**config.mk**
```make
export PLATFORM = sky130hd
export DESIGN_NAME = regfile_write_arbiter
export DESIGN_NICKNAME = d
export VERILOG_FILES = /design/src/rtl/regfile_write_arbiter_pkg.sv /design/src/rtl/regfile_write_arbiter_rr_arbiter.sv /design/src/rtl/regfile_write_arbiter.sv
export SDC_FILE = /design/constraint.sdc
export NUM_CORES = 1
export LEC_CHECK = 0
export ABC_CLOCK_PERIOD_IN_PS = 4850
export BUFFER_PORTS_ARGS = -buffer_cell sky130_fd_sc_hd__buf_2
export CORE_AREA = 4 4 120 122
export CTS_CLUSTER_SIZE = 28
export DETAILED_ROUTE_END_ITERATION = 7
export DIE_AREA = 0 0 124 126
export PLACE_DENSITY = 0.79
export SLEW_MARGIN = 20
export SYNTH_ARGS = -nofsm -noshare
export SYNTH_HDL_FRONTEND = slang
export SYNTH_SLANG_ARGS = --single-unit
export TNS_END_PERCENT = 50
```
**constraint.sdc**
```tcl
create_clock -name Clk -period 4.85 [get_ports Clk]
set_clock_uncertainty 0.15 [all_clocks]
set_input_delay 1.2125 -clock Clk [delete_from_list [all_inputs] [get_ports Clk]]
set_output_delay 1.2125 -clock Clk [all_outputs]
set_load 0.02 [all_outputs]
```
**src/rtl/regfile_write_arbiter_pkg.sv**
```systemverilog
`default_nettype none
// ============================================================================
// Module   : regfile_write_arbiter_pkg
// Brief    : Shared constants and types for the register-file write arbiter.
// Revision : 1.0 - initial release
// ============================================================================
package regfile_write_arbiter_pkg;

    localparam int REG_IDX_W = 5;
    localparam int ZERO_REG  = 31;
    localparam int NREGS     = 32;
    localparam int WIDTH     = 64;

    typedef logic [REG_IDX_W-1:0] reg_idx_t;
    typedef logic [WIDTH-1:0]     word_t;

endpackage
`default_nettype wire

```
**src/rtl/regfile_write_arbiter_rr_arbiter.sv**
```systemverilog
`default_nettype none
// ============================================================================
// Module   : rr_arbiter
// Brief    : Combinational round-robin arbiter; searches upward from Last+1.
// Revision : 1.0 - initial release
// ============================================================================
module rr_arbiter
    import regfile_write_arbiter_pkg::*;
#(
    parameter int NREQ   = 3,
    parameter int LAST_W = (NREQ > 1) ? $clog2(NREQ) : 1
) (
    input  logic [NREQ-1:0]   Req,
    input  logic [LAST_W-1:0] Last,
    input  logic              Enable,
    output logic [NREQ-1:0]   Grant
);

    always_comb begin
        logic found;
        Grant = '0;
        found = 1'b0;
        // Offsets 1..NREQ visit every requester once, the last-granted one last.
        for (int off = 1; off <= NREQ; off++) begin
            for (int j = 0; j < NREQ; j++) begin
                if (Enable && !found && Req[j] &&
                    (j == ((int'(Last) + off) % NREQ))) begin
                    Grant[j] = 1'b1;
                    found    = 1'b1;
                end
            end
        end
    end

endmodule
`default_nettype wire

```
**src/rtl/regfile_write_arbiter.sv**
```systemverilog
`default_nettype none
// ============================================================================
// Module   : regfile_write_arbiter
// Brief    : Round-robin sharing of the register-file write port, with Busy map.
// Revision : 1.0 - initial release
// ============================================================================
module regfile_write_arbiter #(
    parameter int NREQ     = 3,
    parameter int WIDTH    = regfile_write_arbiter_pkg::WIDTH,
    parameter int NREGS    = regfile_write_arbiter_pkg::NREGS,
    parameter int ZERO_REG = regfile_write_arbiter_pkg::ZERO_REG
) (
    input  logic                                          Clk,
    input  logic                                          Rst_n,
    input  logic                                          Stall,
    input  logic [NREQ-1:0]                               Req,
    input  logic [NREQ*regfile_write_arbiter_pkg::REG_IDX_W-1:0] RWIn,
    input  logic [NREQ*WIDTH-1:0]                         BusWIn,
    output logic [NREQ-1:0]                               Grant,
    output logic                                          RegWr,
    output logic [regfile_write_arbiter_pkg::REG_IDX_W-1:0] RW,
    output logic [WIDTH-1:0]                              BusW,
    output logic [NREGS-1:0]                              Busy,
    output logic                                          Idle
);
    import regfile_write_arbiter_pkg::*;

    localparam int LAST_W = (NREQ > 1) ? $clog2(NREQ) : 1;

    logic [LAST_W-1:0] r_last;
    logic [LAST_W-1:0] w_gidx;
    reg_idx_t          w_rw;
    logic [WIDTH-1:0]  w_data;

    // Grants are held off while reset is asserted so nothing is consumed.
    rr_arbiter #(
        .NREQ   (NREQ),
        .LAST_W (LAST_W)
    ) u_rr_arbiter (
        .Req    (Req),
        .Last   (r_last),
        .Enable (Rst_n && !Stall),
        .Grant  (Grant)
    );

    always_comb begin
        w_gidx = '0;
        w_rw   = '0;
        w_data = '0;
        for (int i = 0; i < NREQ; i++) begin
            if (Grant[i]) begin
                w_gidx = LAST_W'(i);
                w_rw   = RWIn[REG_IDX_W*i +: REG_IDX_W];
                w_data = BusWIn[WIDTH*i +: WIDTH];
            end
        end
    end

    always_ff @(posedge Clk or negedge Rst_n) begin
        if (!Rst_n) begin
            r_last <= LAST_W'(NREQ-1);
            RegWr  <= 1'b0;
            RW     <= '0;
            BusW   <= '0;
        end else if (|Grant) begin
            r_last <= w_gidx;
            RW     <= w_rw;
            BusW   <= w_data;
            RegWr  <= (w_rw != reg_idx_t'(ZERO_REG));
        end else begin
            RegWr  <= 1'b0;
        end
    end

    always_comb begin
        Busy = '0;
        for (int r = 0; r < NREGS; r++) begin
            for (int i = 0; i < NREQ; i++) begin
                if (Req[i] && (RWIn[REG_IDX_W*i +: REG_IDX_W] == reg_idx_t'(r)))
                    Busy[r] = 1'b1;
            end
            if (RegWr && (RW == reg_idx_t'(r)))
                Busy[r] = 1'b1;
        end
        Busy[ZERO_REG] = 1'b0;
        if (!Rst_n)
            Busy = '0;
    end

    assign Idle = !Rst_n || ((Req == '0) && !RegWr);

endmodule
`default_nettype wire

```
# Word-level counts from Yosys, hierarchy flattened
# Cells that the tools add are included.
# op_classes
n_div,3
shift,0
n_lt_le_gt_ge,0
mul,0
n_bitwise,0
n_reduce_logical,173
add_sub_neg,3
n_eq_ne,127
n_mux,150
# op_table
operator,count
$eq 5x5->1 const B,60
$mux 64,3
$eq 5x4->1 const B,32
$logic_and 1x1->1,152
$mux 1,142
$eq 2x32->1 const A,3
$eq 3x32->1 const A,3
$logic_not 32->1,3
$mod 32x3->32 const B,3
$eq 5x3->1 const B,16
$eq 5x2->1 const B,8
$mux 31,1
$eq 5x1->1 const B,4
$logic_not 5->1,4
$mux 5,3
$logic_not 1->1,11
$add 2x2->3 const B,2
$ne 5x5->1 const B,1
$add 2x1->3 const B,1
$logic_not 3->1,1
$reduce_or 3->1,1
$mux 2,1
$logic_or 1x1->1,1
# totals
elab_cells,460
out_inout_bits,106
rom_bits,0
ff_bits,72
latch_bits,0
memories,0
input_bits,213
ram_bits,0

# Longest topological paths before layout
# depth
depth_word,48
depth_mapped,10
ltp_nobuf,8

# Cells and area by module
# A second synthesis with hierarchy kept.
# hier_totals
hier_cells,531
hier_area_um2,5172.5
# modules_own_cells
module,cells_each,seq_area_each_um2,area_per_inst_um2,n_inst
regfile_write_arbiter,514,1803.0,5063.6,1
rr_arbiter,17,0.0,108.9,1

# Worst setup path before layout
# Ideal clock, no wire load.
# synth_timing
path_type,input to output
startpoint,input port Req[1]
endpoint,output port Grant[2]
n_path_buf,4
setup_slack_ns,1.150
cell_stages,6
arrival_time_ns,2.337
required_ns,3.488
cell_sequence,buf_4 -> o21ba_1 -> o211a_1 -> buf_2 -> clkbuf_1 -> buf_4
# synth_between
elab_chain_cells,38
elab_cells_between_ends,40
cone_classes,mux (10); reduce/logical (30)
# synth_lines
element,line_no,text
from (decl),regfile_write_arbiter.sv:16,"input logic [NREQ-1:0] Req,"
$logic_and 1x1->1 (2 in a row),regfile_write_arbiter_rr_arbiter.sv:26,if (Enable && !found && Req[j] &&
$mux 1,regfile_write_arbiter_rr_arbiter.sv:26,
$logic_not 1->1,regfile_write_arbiter_rr_arbiter.sv:26,
$logic_and 1x1->1 (3 in a row),regfile_write_arbiter_rr_arbiter.sv:26,
$mux 1,regfile_write_arbiter_rr_arbiter.sv:26,
$logic_not 1->1,regfile_write_arbiter_rr_arbiter.sv:26,
$logic_and 1x1->1 (3 in a row),regfile_write_arbiter_rr_arbiter.sv:26,
$mux 1,regfile_write_arbiter_rr_arbiter.sv:26,
[... 11 more ...],--,
$logic_and 1x1->1 (3 in a row),regfile_write_arbiter_rr_arbiter.sv:26,
$mux 1,regfile_write_arbiter_rr_arbiter.sv:26,
$logic_not 1->1,regfile_write_arbiter_rr_arbiter.sv:26,
$logic_and 1x1->1 (3 in a row),regfile_write_arbiter_rr_arbiter.sv:26,
$mux 1,regfile_write_arbiter_rr_arbiter.sv:26,
$logic_not 1->1,regfile_write_arbiter_rr_arbiter.sv:26,
$logic_and 1x1->1 (3 in a row),regfile_write_arbiter_rr_arbiter.sv:26,
$mux 1 *,regfile_write_arbiter_rr_arbiter.sv:26,
to (decl),regfile_write_arbiter.sv:19,"output logic [NREQ-1:0] Grant,"
# Mark *: on every way between the ends. The rest lies on a longest branch, timed or not.

# Worst setup path in the final report
# layout_timing
startpoint,input port Rst_n
endpoint,output port Grant[1]
# layout_between
elab_chain_cells,39
elab_cells_between_ends,41
cone_classes,mux (10); reduce/logical (31)
# layout_lines
element,line_no,text
from (decl),regfile_write_arbiter.sv:14,"input logic Rst_n,"
$logic_and 1x1->1 *,regfile_write_arbiter.sv:42,".Enable (Rst_n && !Stall),"
$logic_and 1x1->1 (2 in a row),regfile_write_arbiter_rr_arbiter.sv:26,
$mux 1,regfile_write_arbiter_rr_arbiter.sv:26,
$logic_not 1->1,regfile_write_arbiter_rr_arbiter.sv:26,
$logic_and 1x1->1 (3 in a row),regfile_write_arbiter_rr_arbiter.sv:26,
$mux 1,regfile_write_arbiter_rr_arbiter.sv:26,
$logic_not 1->1,regfile_write_arbiter_rr_arbiter.sv:26,
$logic_and 1x1->1 (3 in a row),regfile_write_arbiter_rr_arbiter.sv:26,
[... 12 more ...],--,
$logic_and 1x1->1 (3 in a row),regfile_write_arbiter_rr_arbiter.sv:26,
$mux 1,regfile_write_arbiter_rr_arbiter.sv:26,
$logic_not 1->1,regfile_write_arbiter_rr_arbiter.sv:26,
$logic_and 1x1->1 (3 in a row),regfile_write_arbiter_rr_arbiter.sv:26,
$mux 1,regfile_write_arbiter_rr_arbiter.sv:26,
$logic_not 1->1,regfile_write_arbiter_rr_arbiter.sv:26,
$logic_and 1x1->1 (3 in a row),regfile_write_arbiter_rr_arbiter.sv:26,
$mux 1 *,regfile_write_arbiter_rr_arbiter.sv:26,
# Marks and branches as above.

==> impl_results.md <==
- Hold WS: 0.3603 ns
- Cell Area, Placed: slightly below 7000 um^2
- Max-cap viol count: 0
- Die Ht: 126 um
- Setup TNS: 0 ns
- Cells taking the most area after synthesis: dfrtp_1 34%, a2bb2oi_2 8.7%, o22ai_1 7.5%
- Fmax: 252.3 MHz
- Worst-path clk slew: 0.06 ns
- Root buffer cell: clkbuf_16
- Rows: 42
- Layout area overhead: 36.47%
- Die Wd: 124 um
- Seq/Total Area, Yosys: 34.90%
- Crit end category: primary output
- Initial DRC count: 582
- Total gr overflow: 0
- Synth unique cells: 48
- FFs w/ async S/R, synth: 100.0%
- Mapped Nets: between 700 and 800
- Initial core utilization: 39.17%
- Worst Tran Pin Value: slightly below 0.8 ns
- Max_slew headroom: 48.31%
- Antenna-violating nets left: 0
- Filler cells: between 1000 and 1500
- Mapped Area: about 5200 um^2
- Cells after Synth: 532
- Top-count cell post-synth: dfrtp_1
- Setup WS pre-CTS: roughly 0.86 ns
- Fin crit share: between 80 and 90%
- Post-synth EDFFs: 0
- Buffers on Ports: 317
- Final layout net count: 1027
- # IOs: 319
- Outcome: finished clean
- Syn Area/Cell: 9.711 um^2
- Routed WL per cell: 20.01 um
- Peak VDD IR: 0.2676 mV
- Vias in the first global route: 5691
- Post-CTS Setup Bufs: 0
- Worst Hold Class: register to register
- Design Area, Final: 7051 um^2
- Clock Latency Late Sink: 0.32 ns
- GR Util All Layers: 24.26%
- RD Place Congestion: 0.9651
- Largest fanout on the critical path: 26
- Via Count: just under 6000
- Max Root-Sink Buffers: 2
- Pin count of the biggest net entering global routing: 68
- Drc violations: 0
- Largest area contributor in the netlist: dfrtp_1
- Worst Slack Setup Final: about 0.89 ns
- Num CTS Buffers: 9
- 1st-pass router iterations: 5
- Clock Sinks: 72
- Initial antenna violation count: 1
- CTS tree: yes
- Number of hold violations in the final report: 0
- Most frequent cells after synthesis: 71 x dfrtp_1, 64 x o21ai_0, 62 x o22ai_1, 35 x a22oi_1, 34 x a2bb2oi_1
- Arrival @ worst endpoint: around 2.6 ns
- Vias per cell: 5.898
- Die Area: 15620 um^2
- Hold_buf cts: 0
- Core footprint: 13190 um^2
- First-pass GRT wire length: around 30000 um
- Startpoint types: primary input
- WP data required: 3.49 ns
- RSZ-0062 raised after global routing: false
- Final setup fails: 0
- Flops & latches, synth: 72
- Worst setup path class: primary input to primary output
- Dpl hpwl: 15270 um
- Overall power: 0.003781 W
- Post-synth top area share: 34.39%
- Number of gates resized after CTS: 0
- Fin. max-slew vios: 0
- Synth warn: 0
- Leak pwr: between 3 and 4 nW
- Post-layout minimum cycle time: 3.964 ns
- Final WL: 19870 um
- Power Density: 536.3 nW/um^2
- Post-synth top flop: dfrtp_1
- Share of layout cells above drive strength 1: 51.10%
- # H-tree levels: 3
registers in the layout, summed over array words and instances (netlist names):
signal	cells
RW	5
r_last	2
BusW	64
RegWr	1
worst paths after layout:
check,startpoint,end,slack (ns),cells past startpoint
worst max-delay path,Rst_n,Grant[1],0.89,5
min in group asynchronous,Rst_n,r_last[0]$_DFFE_PN0P_,0.58,1
worst max register to register,r_last[1]$_DFFE_PN1P_,BusW[0]$_DFFE_PN0P_,1.90,7
worst min register to register,r_last[0]$_DFFE_PN0P_,r_last[0]$_DFFE_PN0P_,0.36,1
worst min-delay path,r_last[0]$_DFFE_PN0P_,r_last[0]$_DFFE_PN0P_,0.36,1
max in group asynchronous,Rst_n,BusW[38]$_DFFE_PN0P_,2.51,3
stage by stage:
stage          cells  utilization [%]
3_5_place_dp     977            51.19
6_report         993            53.45
2_1_floorplan    532                -
3_3_place_gp     977            51.19
4_1_cts          992            53.43
5_1_grt          993            53.45
layout by cell type, fill, tap and decap left out, types with 2 or more instances in the layout:
cell type    n
a22oi_2     30
a22oi_1     35
o22ai_1     62
nand2b_1    11
clkbuf_16    9
nand4b_1     2
a21o_1       6
o21ai_0     64
a2bb2oi_1   34
or2_2        5
buf_4        9
o21a_1      31
dfrtp_1     71
nor2_1       6
nor2b_1     11
clkinv_4     2
a221o_1      3
nand2_2      2
clkinv_2     2
buf_2      316
nand3_1     20
nand2_1     19
inv_1        3
a2bb2oi_2   30
nand4_1      5
ha_1         2
and3_1       2
worst max-delay path, cell delays in order:
cell,delay [ns]
buf_4,0.20
nand2b_2,0.13
a211oi_4,0.35
and2_4,0.44
buf_2,0.25
final cells by class:
class                   instances  area, um^2  share of cell area (%)
inverters                       4       15.01                  0.2130
multi-input cells             400        3064                   43.46
diodes                          1       2.502                 0.03549
flip-flops and latches         72        1803                   25.57
clock inverters                 5       57.56                  0.8163
well taps                     176       220.2                   3.123
repair buffers                325        1649                   23.39
clock buffers                  10       239.0                   3.390
cells by family (layout without fill, tap and decap cells):
group	Yosys count	after routing	synth area share (%)
adder cells (fa/ha/maj)	2	2	0.4843
buffers and inverters	60	344	5.982
flip-flops	72	72	34.90
AND/OR/NAND/NOR	92	92	10.05
AO/OA/AOI/OAI	305	305	48.51
other	1	2	0.07259
where the power goes:
group | leakage (nW) | switching, W | internal, W | total, W
clock | 0.148 | 0.000249 | 0.000409 | 0.000658
sequential | 0.846 | 0.000232 | 0.000917 | 0.00115
combinational | 2.20 | 0.00114 | 0.000834 | 0.00197
per-layer routing:
layer	up-vias	GRT usage, %	routed length (um)
li1	2673	-	-
met1	2731	29.20	7210
met2	403	42.16	9957
met3	50	5.157	2101
met4	0	8.956	597
met5	-	0	0
Note: power is estimated with default switching activity, not from simulation.
